File: src/rtl/proc_pkg.sv
// Shared definitions for the ALU issue path: datapath widths, ALU opcodes,
// instruction field positions, operand-stage FSM encoding and an immediate
// sign-extension helper.
package proc_pkg;

   localparam int unsigned DATA_W  = 16;
   localparam int unsigned REG_AW  = 3;
   localparam int unsigned IMM_W   = 6;
   localparam int unsigned OP_W    = 3;
   localparam int unsigned INSTR_W = 16;

   // Instruction layout: [15] imm flag, [14:12] op, [11:9] rd, [8:6] rs,
   // [5:3] rt, [5:0] imm6 (rt and imm6 share the low bits).
   localparam int unsigned IMM_FLAG_BIT = 15;
   localparam int unsigned OP_LSB       = 12;
   localparam int unsigned RD_LSB       = 9;
   localparam int unsigned RS_LSB       = 6;
   localparam int unsigned RT_LSB       = 3;
   localparam int unsigned IMM_LSB      = 0;

   typedef enum logic [OP_W-1:0] {
      ALU_ADD  = 3'b000,
      ALU_SUB  = 3'b001,
      ALU_SHR  = 3'b010,
      ALU_SHL  = 3'b011,
      ALU_NAND = 3'b100,
      ALU_OR   = 3'b101,
      ALU_DIR  = 3'b110,
      ALU_SAR  = 3'b111
   } alu_op_e;

   typedef enum logic [1:0] {
      ST_IDLE = 2'd0,
      ST_READ = 2'd1,
      ST_HOLD = 2'd2
   } state_t;

   function automatic logic [DATA_W-1:0] sext_imm(input logic [IMM_W-1:0] imm);
      return {{(DATA_W-IMM_W){imm[IMM_W-1]}}, imm};
   endfunction

endpackage

File: src/rtl/operand_bypass.sv
// Combinational operand select for one ALU source.
// Ports:
//   addr     - source register of this operand
//   imm_sel  - operand slot carries the immediate instead of a register
//   imm_val  - already sign-extended immediate
//   rf_data  - register file read data for addr
//   wb_*     - write-back port seen this cycle
//   hit_c    - write-back targets this live source register
//   value_c  - selected operand value (immediate / bypass / rf / zero for r0)
module operand_bypass
   import proc_pkg::*;
(
   input  logic [REG_AW-1:0] addr,
   input  logic              imm_sel,
   input  logic [DATA_W-1:0] imm_val,
   input  logic [DATA_W-1:0] rf_data,
   input  logic              wb_en,
   input  logic [REG_AW-1:0] wb_addr,
   input  logic [DATA_W-1:0] wb_data,
   output logic              hit_c,
   output logic [DATA_W-1:0] value_c
);

   logic live;

   // r0 and the immediate slot never take a bypass
   assign live  = !imm_sel && (addr != '0);
   assign hit_c = live && wb_en && (wb_addr == addr);

   always_comb begin
      value_c = rf_data;
      if (imm_sel)
         value_c = imm_val;
      else if (hit_c)
         value_c = wb_data;
      else if (addr == '0)
         value_c = '0;
   end

endmodule

File: src/rtl/alu_operand_stage.sv
// Issue stage in front of the 16-bit ALU: captures an instruction, reads rs/rt
// from the synchronous register file, applies write-back bypass and holds
// A/B/op/rd for the ALU behind a valid/ready handshake.
// Optional: define ALU_OPERAND_STAGE_PERF_EN to add perf_issued/perf_stall
// saturating counters.
// Ports:
//   clk, rst                    - clock, synchronous active-high reset
//   in_valid/in_ready/in_instr  - instruction input handshake
//   rf_raddr_a/b, rf_rdata_a/b  - register file read port (1-cycle latency)
//   wb_en/wb_addr/wb_data       - register write-back snoop for bypass
//   out_valid/out_ready         - operand handshake to the ALU
//   alu_a/alu_b/alu_op/alu_rd   - registered operands, opcode and dest tag
module alu_operand_stage
   import proc_pkg::*;
(
   input  logic               clk,
   input  logic               rst,
   input  logic               in_valid,
   output logic               in_ready,
   input  logic [INSTR_W-1:0] in_instr,
   output logic [REG_AW-1:0]  rf_raddr_a,
   output logic [REG_AW-1:0]  rf_raddr_b,
   input  logic [DATA_W-1:0]  rf_rdata_a,
   input  logic [DATA_W-1:0]  rf_rdata_b,
   input  logic               wb_en,
   input  logic [REG_AW-1:0]  wb_addr,
   input  logic [DATA_W-1:0]  wb_data,
   output logic               out_valid,
   input  logic               out_ready,
   output logic [DATA_W-1:0]  alu_a,
   output logic [DATA_W-1:0]  alu_b,
   output logic [OP_W-1:0]    alu_op,
   output logic [REG_AW-1:0]  alu_rd
`ifdef ALU_OPERAND_STAGE_PERF_EN
   ,
   output logic [15:0]        perf_issued,
   output logic [15:0]        perf_stall
`endif
);

   state_t state_q, state_d;
   logic   accept, fire;

   logic              imm_q;
   logic [OP_W-1:0]   op_q;
   logic [REG_AW-1:0] rd_q, rs_q, rt_q;
   logic [IMM_W-1:0]  imm6_q;

   logic              a_hit, b_hit;
   logic [DATA_W-1:0] a_val, b_val;

   // Address the RF straight from the incoming word so data lands in READ
   assign rf_raddr_a = in_instr[RS_LSB +: REG_AW];
   assign rf_raddr_b = in_instr[RT_LSB +: REG_AW];

   assign accept = in_valid && in_ready;
   assign fire   = out_valid && out_ready;

   // FSM state register
   always_ff @(posedge clk) begin
      if (rst)
         state_q <= ST_IDLE;
      else
         state_q <= state_d;
   end

   // FSM next state and input-side ready
   always_comb begin
      state_d  = state_q;
      in_ready = 1'b0;
      case (state_q)
         ST_IDLE: begin
            in_ready = 1'b1;
            if (in_valid)
               state_d = ST_READ;
         end
         ST_READ: begin
            state_d = ST_HOLD;
         end
         ST_HOLD: begin
            in_ready = out_ready;
            if (out_ready)
               state_d = in_valid ? ST_READ : ST_IDLE;
         end
         default: begin
            state_d = ST_IDLE;
         end
      endcase
   end

   operand_bypass u_byp_a (
      .addr    (rs_q),
      .imm_sel (1'b0),
      .imm_val ('0),
      .rf_data (rf_rdata_a),
      .wb_en   (wb_en),
      .wb_addr (wb_addr),
      .wb_data (wb_data),
      .hit_c   (a_hit),
      .value_c (a_val)
   );

   operand_bypass u_byp_b (
      .addr    (rt_q),
      .imm_sel (imm_q),
      .imm_val (sext_imm(imm6_q)),
      .rf_data (rf_rdata_b),
      .wb_en   (wb_en),
      .wb_addr (wb_addr),
      .wb_data (wb_data),
      .hit_c   (b_hit),
      .value_c (b_val)
   );

   // Captured instruction fields
   always_ff @(posedge clk) begin
      if (rst) begin
         imm_q  <= 1'b0;
         op_q   <= '0;
         rd_q   <= '0;
         rs_q   <= '0;
         rt_q   <= '0;
         imm6_q <= '0;
      end else if (accept) begin
         imm_q  <= in_instr[IMM_FLAG_BIT];
         op_q   <= in_instr[OP_LSB +: OP_W];
         rd_q   <= in_instr[RD_LSB +: REG_AW];
         rs_q   <= in_instr[RS_LSB +: REG_AW];
         rt_q   <= in_instr[RT_LSB +: REG_AW];
         imm6_q <= in_instr[IMM_LSB +: IMM_W];
      end
   end

   // Operand registers toward the ALU
   always_ff @(posedge clk) begin
      if (rst) begin
         out_valid <= 1'b0;
         alu_a     <= '0;
         alu_b     <= '0;
         alu_op    <= ALU_DIR;
         alu_rd    <= '0;
      end else begin
         case (state_q)
            ST_READ: begin
               out_valid <= 1'b1;
               alu_a     <= a_val;
               alu_b     <= b_val;
               alu_op    <= op_q;
               alu_rd    <= rd_q;
            end
            ST_HOLD: begin
               if (fire) begin
                  out_valid <= 1'b0;
               end else begin
                  // Retiring set is left alone; only a held set is refreshed
                  if (a_hit)
                     alu_a <= wb_data;
                  if (b_hit)
                     alu_b <= wb_data;
               end
            end
            default: begin
               out_valid <= 1'b0;
            end
         endcase
      end
   end

`ifdef ALU_OPERAND_STAGE_PERF_EN
   // Saturating issue / stall counters
   always_ff @(posedge clk) begin
      if (rst) begin
         perf_issued <= '0;
         perf_stall  <= '0;
      end else begin
         if (fire && (perf_issued != 16'hFFFF))
            perf_issued <= perf_issued + 16'd1;
         if (out_valid && !out_ready && (perf_stall != 16'hFFFF))
            perf_stall <= perf_stall + 16'd1;
      end
   end
`endif

endmodule

File: config.mk
export PLATFORM = sky130hd
export DESIGN_NAME = alu_operand_stage
export DESIGN_NICKNAME = d
export VERILOG_FILES = /design/src/rtl/proc_pkg.sv /design/src/rtl/operand_bypass.sv /design/src/rtl/alu_operand_stage.sv
export SDC_FILE = /design/constraint.sdc
export NUM_CORES = 1
export LEC_CHECK = 0
export CAP_MARGIN = 15
export CORE_MARGIN = 1.5
export CORE_UTILIZATION = 47
export DETAILED_ROUTE_END_ITERATION = 12
export PLACE_DENSITY_LB_ADDON = 0.12
export SYNTH_ARGS = -nofsm -noshare
export SYNTH_HDL_FRONTEND = slang
export SYNTH_HIERARCHICAL = 1
export SYNTH_SLANG_ARGS = --single-unit
File: constraint.sdc
create_clock -name clk -period 4.5 [get_ports clk]
set_input_delay 1.35 -clock clk [delete_from_list [all_inputs] [get_ports clk]]
set_output_delay 1.35 -clock clk [all_outputs]
set_load 0.1 [all_outputs]
* Word-level counts from Yosys, hierarchy flattened
Cells that the tools add are included.
Storage, ports and cells: bits in registers 60, latch bits 0, RAM bits 0, ROM bits 0, input port bits 72, output and inout port bits 46, memories 0
Operators by class: add/sub/neg operators 0, $mul 0, divide/modulo/power cells 0, magnitude comparators 0, eq/ne operators 10, shift-type cells 0, muxes and demuxes 18, bitwise gates (word level) 0, reduce and logical (&&, ||, !) cells 17
Operator list (number):
- 16-bit two-way mux | 9
- 16-bit case mux with 2 select lines | 2
- 2-bit != test (second input constant) | 6
- 1-bit logical AND | 7
- 3-bit == test | 2
- 3-bit zero test | 2
- 2-bit case mux with 3 select lines | 1
- 3-bit AND reduction | 2
- 3-bit nonzero test | 2
- 2-bit two-way mux | 2
- 1-bit case mux with 2 select lines | 2
- 2-bit by 1-bit == test with 1-bit output (second input constant) | 1
- 2-bit == test (second input constant) | 1
- 2-bit zero test | 1
- 1-bit two-way mux | 2
- 2-bit AND reduction | 1
- 2-bit nonzero test | 1
- 1-bit zero test | 1

* Longest topological paths before layout
Gate-level depths: netlist of run 1.
depth after elaboration 7, gate-level depth with buffers 9

* Cells and area by module
The synthesis of run 1 kept the hierarchy.
By module, submodules not included:
- alu_operand_stage | instances 1, cells an instance 259, area an instance 2607.5 um2
- operand_bypass | instances 2, cells an instance 64, area an instance 475.5 um2

* Worst setup path before layout of run 1
Ideal clock, no wire load.
path type input to output, from input out_ready, to output in_ready, arrival time 2645 ps, required time 3150 ps, path slack 505 ps, stages 2, path buffers 0, path through nor2b_1 -> nor2_1
Between the ends: word-level cells in the longest chain between the ends 1
Ends and longest elaborated chain:
- from (decl) | RTL line alu_operand_stage.sv:29 | input logic out_ready,
- 1-bit case mux with 2 select lines | RTL line alu_operand_stage.sv:71 | case (state_q)
- to (decl) | RTL line alu_operand_stage.sv:19 | output logic in_ready,
Every way passes these cells.

* Final worst setup path of run 1
Ends and elaborated chain as after synthesis.

==> flow_metrics.tcl, run 1 <==
set metrics [dict create \
    p_seq_share_pct 37.0 \
    slew_headroom_pct 32.3 \
    cts_max_level 3 \
    first_pass_iters 4 \
    vias 3263 \
    synthSimpleGateAreaFrac_pct 11.0 \
    min_period_over_period_pct 81.3 \
    post_cts_buffers 0 \
    fill_cells 627 \
    final_common_cell "clkdlybuf4s50_1" \
    leakage_nw 2.08 \
    cts_tree "yes" \
    outcome "completed" \
    syn_area_um2 3560 \
    grt_overflow 0 \
    ys_warn_count 6 \
    core_area_um2 7290 \
    timing.fmax_mhz 273 \
    vdd_ir_drop_max_mv 0.237 \
    antennaDiodeCount 0 \
    multi_input_area_um2 2140 \
    path_class "in -> out" \
    fin_cells 621 \
    yosys.area_share.xor_xnor_pct 1.48 \
    cts_buffers 9 \
    fp.dieW_um 90.0 \
    clock-sinks 57 \
    powerDensity_nw_per_um2 313 \
    fin_nets 589 \
    yosys_register_bits 57 \
    fin_skew_ps 7.35 \
    critPathBufInv 2 \
    rows 31 \
    rsz0062_at_grt "false" \
    mostFrequentLayoutCells "clkdlybuf4s50_1, dfxtp_1, mux2i_1, a21oi_1, inv_1" \
    startpoint_type "input port" \
    hp-class "reg -> reg" \
    synth_compound_area_share_pct 30.4 \
    synth_top_family_by_area "compound AO/OA/AOI/OAI gates" \
    wl_um 9810 \
    synth.area.mux_share_pct 13.5 \
    initial_utilization_pct 48.8 \
    critPathSlowestCell "clkdlybuf4s50_1" \
    arrival_ps 2310 \
    whs_ps 462 \
    gp_congestion 0.766 \
    hold_viol 0 \
    die_h_um 90.0 \
    post_dp_cell_area_um2 4740 \
    worstMarginPinSlew_ps 1010 \
    cts_root_buffer "clkbuf_8" \
    antenna_left 0 \
    cts-resized-gates 0 \
    ys_seq_area_share_pct 32.1 \
    internal_power_mw 0.963 \
    synth_adder_area_share_pct 0 \
    synth_area_leader_cell "dfxtp_1" \
    tns_ps 0 \
    drt_iter0_drc 144 \
    path_clk_slew_ps 60 \
    avgRoutedWirePerCell_um 15.8 \
    io_pins 118 \
    period_needed_ps 3660 \
    ff_latch_area_um2 1140 \
    switching_power_mw 0.581 \
    ctsHoldBuffers 0 \
    crit_family "buffers and inverters" \
    cp-end-kind "output pin" \
    setup_viol 0 \
    finalInstanceArea_um2 4930 \
    drive_gt1_share_pct 13.2 \
    p_sw_share_pct 37.6 \
    viasPerCell 5.25 \
    crit_path_max_fanout 3 \
    grt_pass1_vias 3222 \
    grt_max_degree 62 \
    clock_latency_ps 340 \
    clkPwrFrac_pct 28.2 \
    grt_antenna_before_repair 0 \
    design.die.area_um2 8100 \
    clockBufferDepth 2 \
    synth_area_leaders "dfxtp_1, mux2i_1, a21oi_1" \
    grt_pass1_wl_um 16100 \
    slew_violations 0 \
    required_ps 3150 \
    drv_cap 0 \
    combPwrFrac_pct 34.8 \
    crit_path_cell_trace "clkdlybuf4s50_1 > nor2b_1 > nor2_1 > buf_12" \
    ys_types 32 \
    yosys.area.top_type_share_pct 32.1 \
    drc 0 \
    hpwlAfterDp_um 6740 \
    cpPeakStageDelay_ps 500 \
    portBuffers 117 \
    avgSynthCellArea_um2 9.19 \
    dp.cells 603 \
    syn2layout_area_growth_pct 38.4 \
    syn_inst 387 \
    grt_usage_pct 24.4 \
]
## Yosys cell counts
| library cell | n |
|---|---|
| or2b_1 | 1 |
| nand2_1 | 13 |
| nor3b_1 | 1 |
| a211oi_1 | 2 |
| or3b_1 | 1 |
| nor3_1 | 4 |
| a22oi_1 | 32 |
| conb_1 | 1 |
| a31o_4 | 2 |
| and2b_4 | 1 |
| mux2i_1 | 48 |
| a21oi_1 | 48 |
| nand3b_1 | 2 |
| buf_12 | 2 |
| nor2_1 | 3 |
| dfxtp_1 | 57 |
| clkbuf_1 | 12 |
| inv_1 | 34 |
| nand4b_1 | 2 |
| buf_4 | 9 |
| nor2b_1 | 2 |
| o21a_1 | 1 |
| nor2b_4 | 1 |
| buf_6 | 8 |
| a21oi_2 | 21 |
| xnor2_1 | 2 |
| buf_2 | 7 |
| nand2b_1 | 32 |
| o221a_2 | 12 |
| xor2_1 | 4 |
| nand3_2 | 2 |
| o221a_1 | 20 |
## cell type report
cell class,count,share of cell area [%]
multi-input cells,290,43.4
repair buffers,125,24.8
flip-flops and latches,57,23.2
clock buffers,14,3.30
inverters,34,2.59
well taps,99,2.51
clock inverters,2,0.254
## sequential cells by signal, indices dropped and copies added, names as in the netlist
register   flops
state_q        2
out_valid      1
rd_q           3
alu_rd         3
imm6_q         4
op_q           3
rs_q           3
alu_a         16
alu_b         16
imm_q          1
alu_op         3
rt_q           2
## final timing paths
check	slack, ps	from	to	cells after the start
worst max-delay path	840	out_ready	in_ready	4
worst min-delay path	460	rd_q[0]$_SDFFE_PP0P_	alu_rd[0]$_SDFFE_PP0P_	2
worst max register to register	1930	imm6_q[5]$_SDFFE_PP0P_	alu_b[3]$_SDFFE_PP0P_	7
worst min register to register	460	rd_q[0]$_SDFFE_PP0P_	alu_rd[0]$_SDFFE_PP0P_	2
## power by group through the flow
stage,sequential [mW],combinational [mW],clock [mW]
2_1_floorplan,0.742,0.223,0
3_3_place_gp,0.580,0.523,0
3_5_place_dp,0.581,0.531,0
4_1_cts,0.571,0.532,0.444
5_1_grt,0.576,0.568,0.466
6_report,0.571,0.537,0.435
## stage by stage
stage / total power [mW] / utilization (%) / setup slack, ps
final: 1.54 / 67.6 / 842
after global routing: 1.61 / 67.6 / 780
after CTS: 1.55 / 67.3 / 835
after detailed placement: 1.11 / 64.9 / 835
after global placement: 1.10 / 64.9 / 866
after floorplan: 0.965 / - / 505
## worst register-to-register path: cells and delay by family, from the launching register on
family	cells	cell delay [ps]
AND/OR/NAND/NOR	3	660
buffers and inverters	2	380
AO/OA/AOI/OAI	1	400
XOR/XNOR	1	150
flip-flops	1	880
## layer usage
layer	up-vias	track usage, %	wire [um]
li1	1633	-	-
met3	7	4.99	496
met2	97	41.4	4880
met5	-	0	0
met1	1526	30.8	4360
met4	0	8.20	74
## cells by family after synthesis
| kind of cell | after synthesis |
|---|---|
| other | 1 |
| buffers and inverters | 72 |
| xor gates and xnor gates | 6 |
| AOI/OAI and AO/OA | 138 |
| and+or+nand+nor | 65 |
| muxes | 48 |
| DFF | 57 |
Power figures use the tool's default switching activity.
==> inputs of run 2 (changes only) <==
--- a/config.mk
+++ b/config.mk
@@ -7,7 +7,7 @@
 export LEC_CHECK = 0
 export CAP_MARGIN = 15
 export CORE_MARGIN = 1.5
-export CORE_UTILIZATION = 47
+export CORE_UTILIZATION = 42
 export DETAILED_ROUTE_END_ITERATION = 12
 export PLACE_DENSITY_LB_ADDON = 0.12
 export SYNTH_ARGS = -nofsm -noshare
==> constraint.sdc (replaced) <==
create_clock -name clk -period 3.2 [get_ports clk]
set_input_delay 0.96 -clock clk [delete_from_list [all_inputs] [get_ports clk]]
set_output_delay 0.96 -clock clk [all_outputs]
set_load 0.1 [all_outputs]
==> run 2 against run 1 <==
Core utilization shrank 7.5 points. Sequential share of layout area is essentially flat. Total power up 38%. Die area up 12%. Largest power group unchanged. Highest routed layer unchanged.
==> flow_metrics.tcl, run 2 (synthesized netlist as in run 1, its figures left out) <==
set metrics [dict create \
    design.die.area_um2 9030 \
    startpoint_type "input port" \
    vias 3246 \
    cts_tree "yes" \
    wl_um 9740 \
    avgRoutedWirePerCell_um 15.5 \
    min_period_over_period_pct 89.1 \
    whs_ps 462 \
    final_core_util_pct 60.0 \
    path_class "in -> out" \
    fin_skew_ps 9.13 \
    drc 0 \
    syn2layout_area_growth_pct 38.6 \
    portBuffers 117 \
    cts_root_buffer "clkbuf_8" \
    clockBufferDepth 2 \
    worstMarginPinSlew_ps 706 \
    first_pass_iters 5 \
    timing.fmax_mhz 351 \
    grt_antenna_before_repair 0 \
    hp-class "reg -> reg" \
    period_needed_ps 2850 \
    grt_pass1_wl_um 15400 \
    leakage_nw 2.20 \
    powerDensity_nw_per_um2 431 \
    ctsHoldBuffers 0 \
    cts_buffers 9 \
    drt_iter0_drc 114 \
    vdd_ir_drop_max_mv 0.308 \
    cts-resized-gates 0 \
    mostFrequentLayoutCells "clkdlybuf4s50_1, dfxtp_1, mux2i_1, a21oi_1, buf_4" \
    clock_latency_ps 340 \
    fp.dieW_um 95.0 \
    cts_max_level 3 \
    fin_nets 589 \
    cp-end-kind "output pin" \
    hold_viol 0 \
    antenna_left 0 \
    ff_latch_area_um2 1140 \
    required_ps 2240 \
    slew_headroom_pct 52.9 \
    grt_overflow 0 \
    viasPerCell 5.18 \
    antennaDiodeCount 0 \
    tns_ps 0 \
    gp_congestion 0.772 \
    outcome "completed" \
    slew_violations 0 \
    grt_pass1_vias 3078 \
    core_area_um2 8220 \
    fill_cells 776 \
    arrival_ps 1890 \
    setup_viol 0 \
    crit_path_max_fanout 3 \
    rsz0062_at_grt "false" \
    multi_input_area_um2 2140 \
    rows 33 \
    drive_gt1_share_pct 20.9 \
    grt_max_degree 73 \
    io_pins 118 \
    final_common_cell "clkdlybuf4s50_1" \
    path_clk_slew_ps 70 \
    die_h_um 95.0 \
    drv_cap 0 \
    hpwlAfterDp_um 6640 \
    clock-sinks 57 \
    grt_usage_pct 22.4 \
    post_cts_buffers 0 \
    reg.largest.list "alu_a: 16 flops, alu_b: 16 flops, imm6_q: 4 flops" \
    initial_utilization_pct 43.3 \
]
## run 2: cell types whose count changed in the layout (fill, tap and decap cells not counted), sizes merged
cell,previous run,this run
buf,16,55
clkdlybuf4s50,109,70
clkinv,1,4
clkbuf,14,12
clkinvlp,1,0
## run 2: per-layer routing
| metal | part of all wire [%] | track usage (%) |
|---|---|---|
| met1 | 43 | 26.3 |
| met5 | 0 | 0 |
| met2 | 49 | 38.8 |
| met3 | 6.4 | 7.42 |
| met4 | 0.76 | 6.34 |
## run 2: worst paths after layout
| check | cells after the start | slack (ps) | end | startpoint |
|---|---|---|---|---|
| min | 2 | 460 | alu_rd[1]$_SDFFE_PP0P_ | rd_q[1]$_SDFFE_PP0P_ |
| min reg2reg | 2 | 460 | alu_rd[1]$_SDFFE_PP0P_ | rd_q[1]$_SDFFE_PP0P_ |
| max reg2reg | 6 | 1160 | alu_b[1]$_SDFFE_PP0P_ | imm6_q[5]$_SDFFE_PP0P_ |
| max | 4 | 350 | in_ready | out_ready |
## run 2: power by group
part	leakage [nW]	switching, mW	internal [mW]
sequential	0.468	0.0405	0.759
clock	0.0839	0.285	0.276
combinational	1.64	0.490	0.274
## run 2: area by class of cell
class	instances	share of cell area [%]
clock buffers	12	2.74
flip-flops and latches	57	23.1
inverters	34	2.59
clock inverters	4	0.406
well taps	105	2.66
repair buffers	125	25.1
multi-input cells	290	43.4
## run 2: stage by stage
| step | std cells | setup slack (ps) | power [mW] | cell area (um2) |
|---|---|---|---|---|
| 3_3_place_gp | 611 | 185 | 1.57 | 4780 |
| 4_1_cts | 627 | 355 | 2.14 | 4930 |
| 6_report | 627 | 350 | 2.12 | 4930 |
| 3_5_place_dp | 611 | 122 | 1.58 | 4780 |
| 5_1_grt | 627 | 306 | 2.22 | 4930 |
| 2_1_floorplan | 419 | 453 | 1.36 | 3680 |
## run 2: worst max-delay path: stages
cell             delay [ps]
clkdlybuf4s50_1         440
nor2b_1                 230
nor2_2                   80
buf_12                  180
==> inputs of run 3 (changes only) <==
--- a/config.mk
+++ b/config.mk
@@ -5,7 +5,7 @@
 export SDC_FILE = /design/constraint.sdc
 export NUM_CORES = 1
 export LEC_CHECK = 0
-export CAP_MARGIN = 15
+export CAP_MARGIN = 5
 export CORE_MARGIN = 1.5
 export CORE_UTILIZATION = 42
 export DETAILED_ROUTE_END_ITERATION = 12
==> results of run 3 <==
The final DEF is identical to that of run 2; final timing and power are the same.
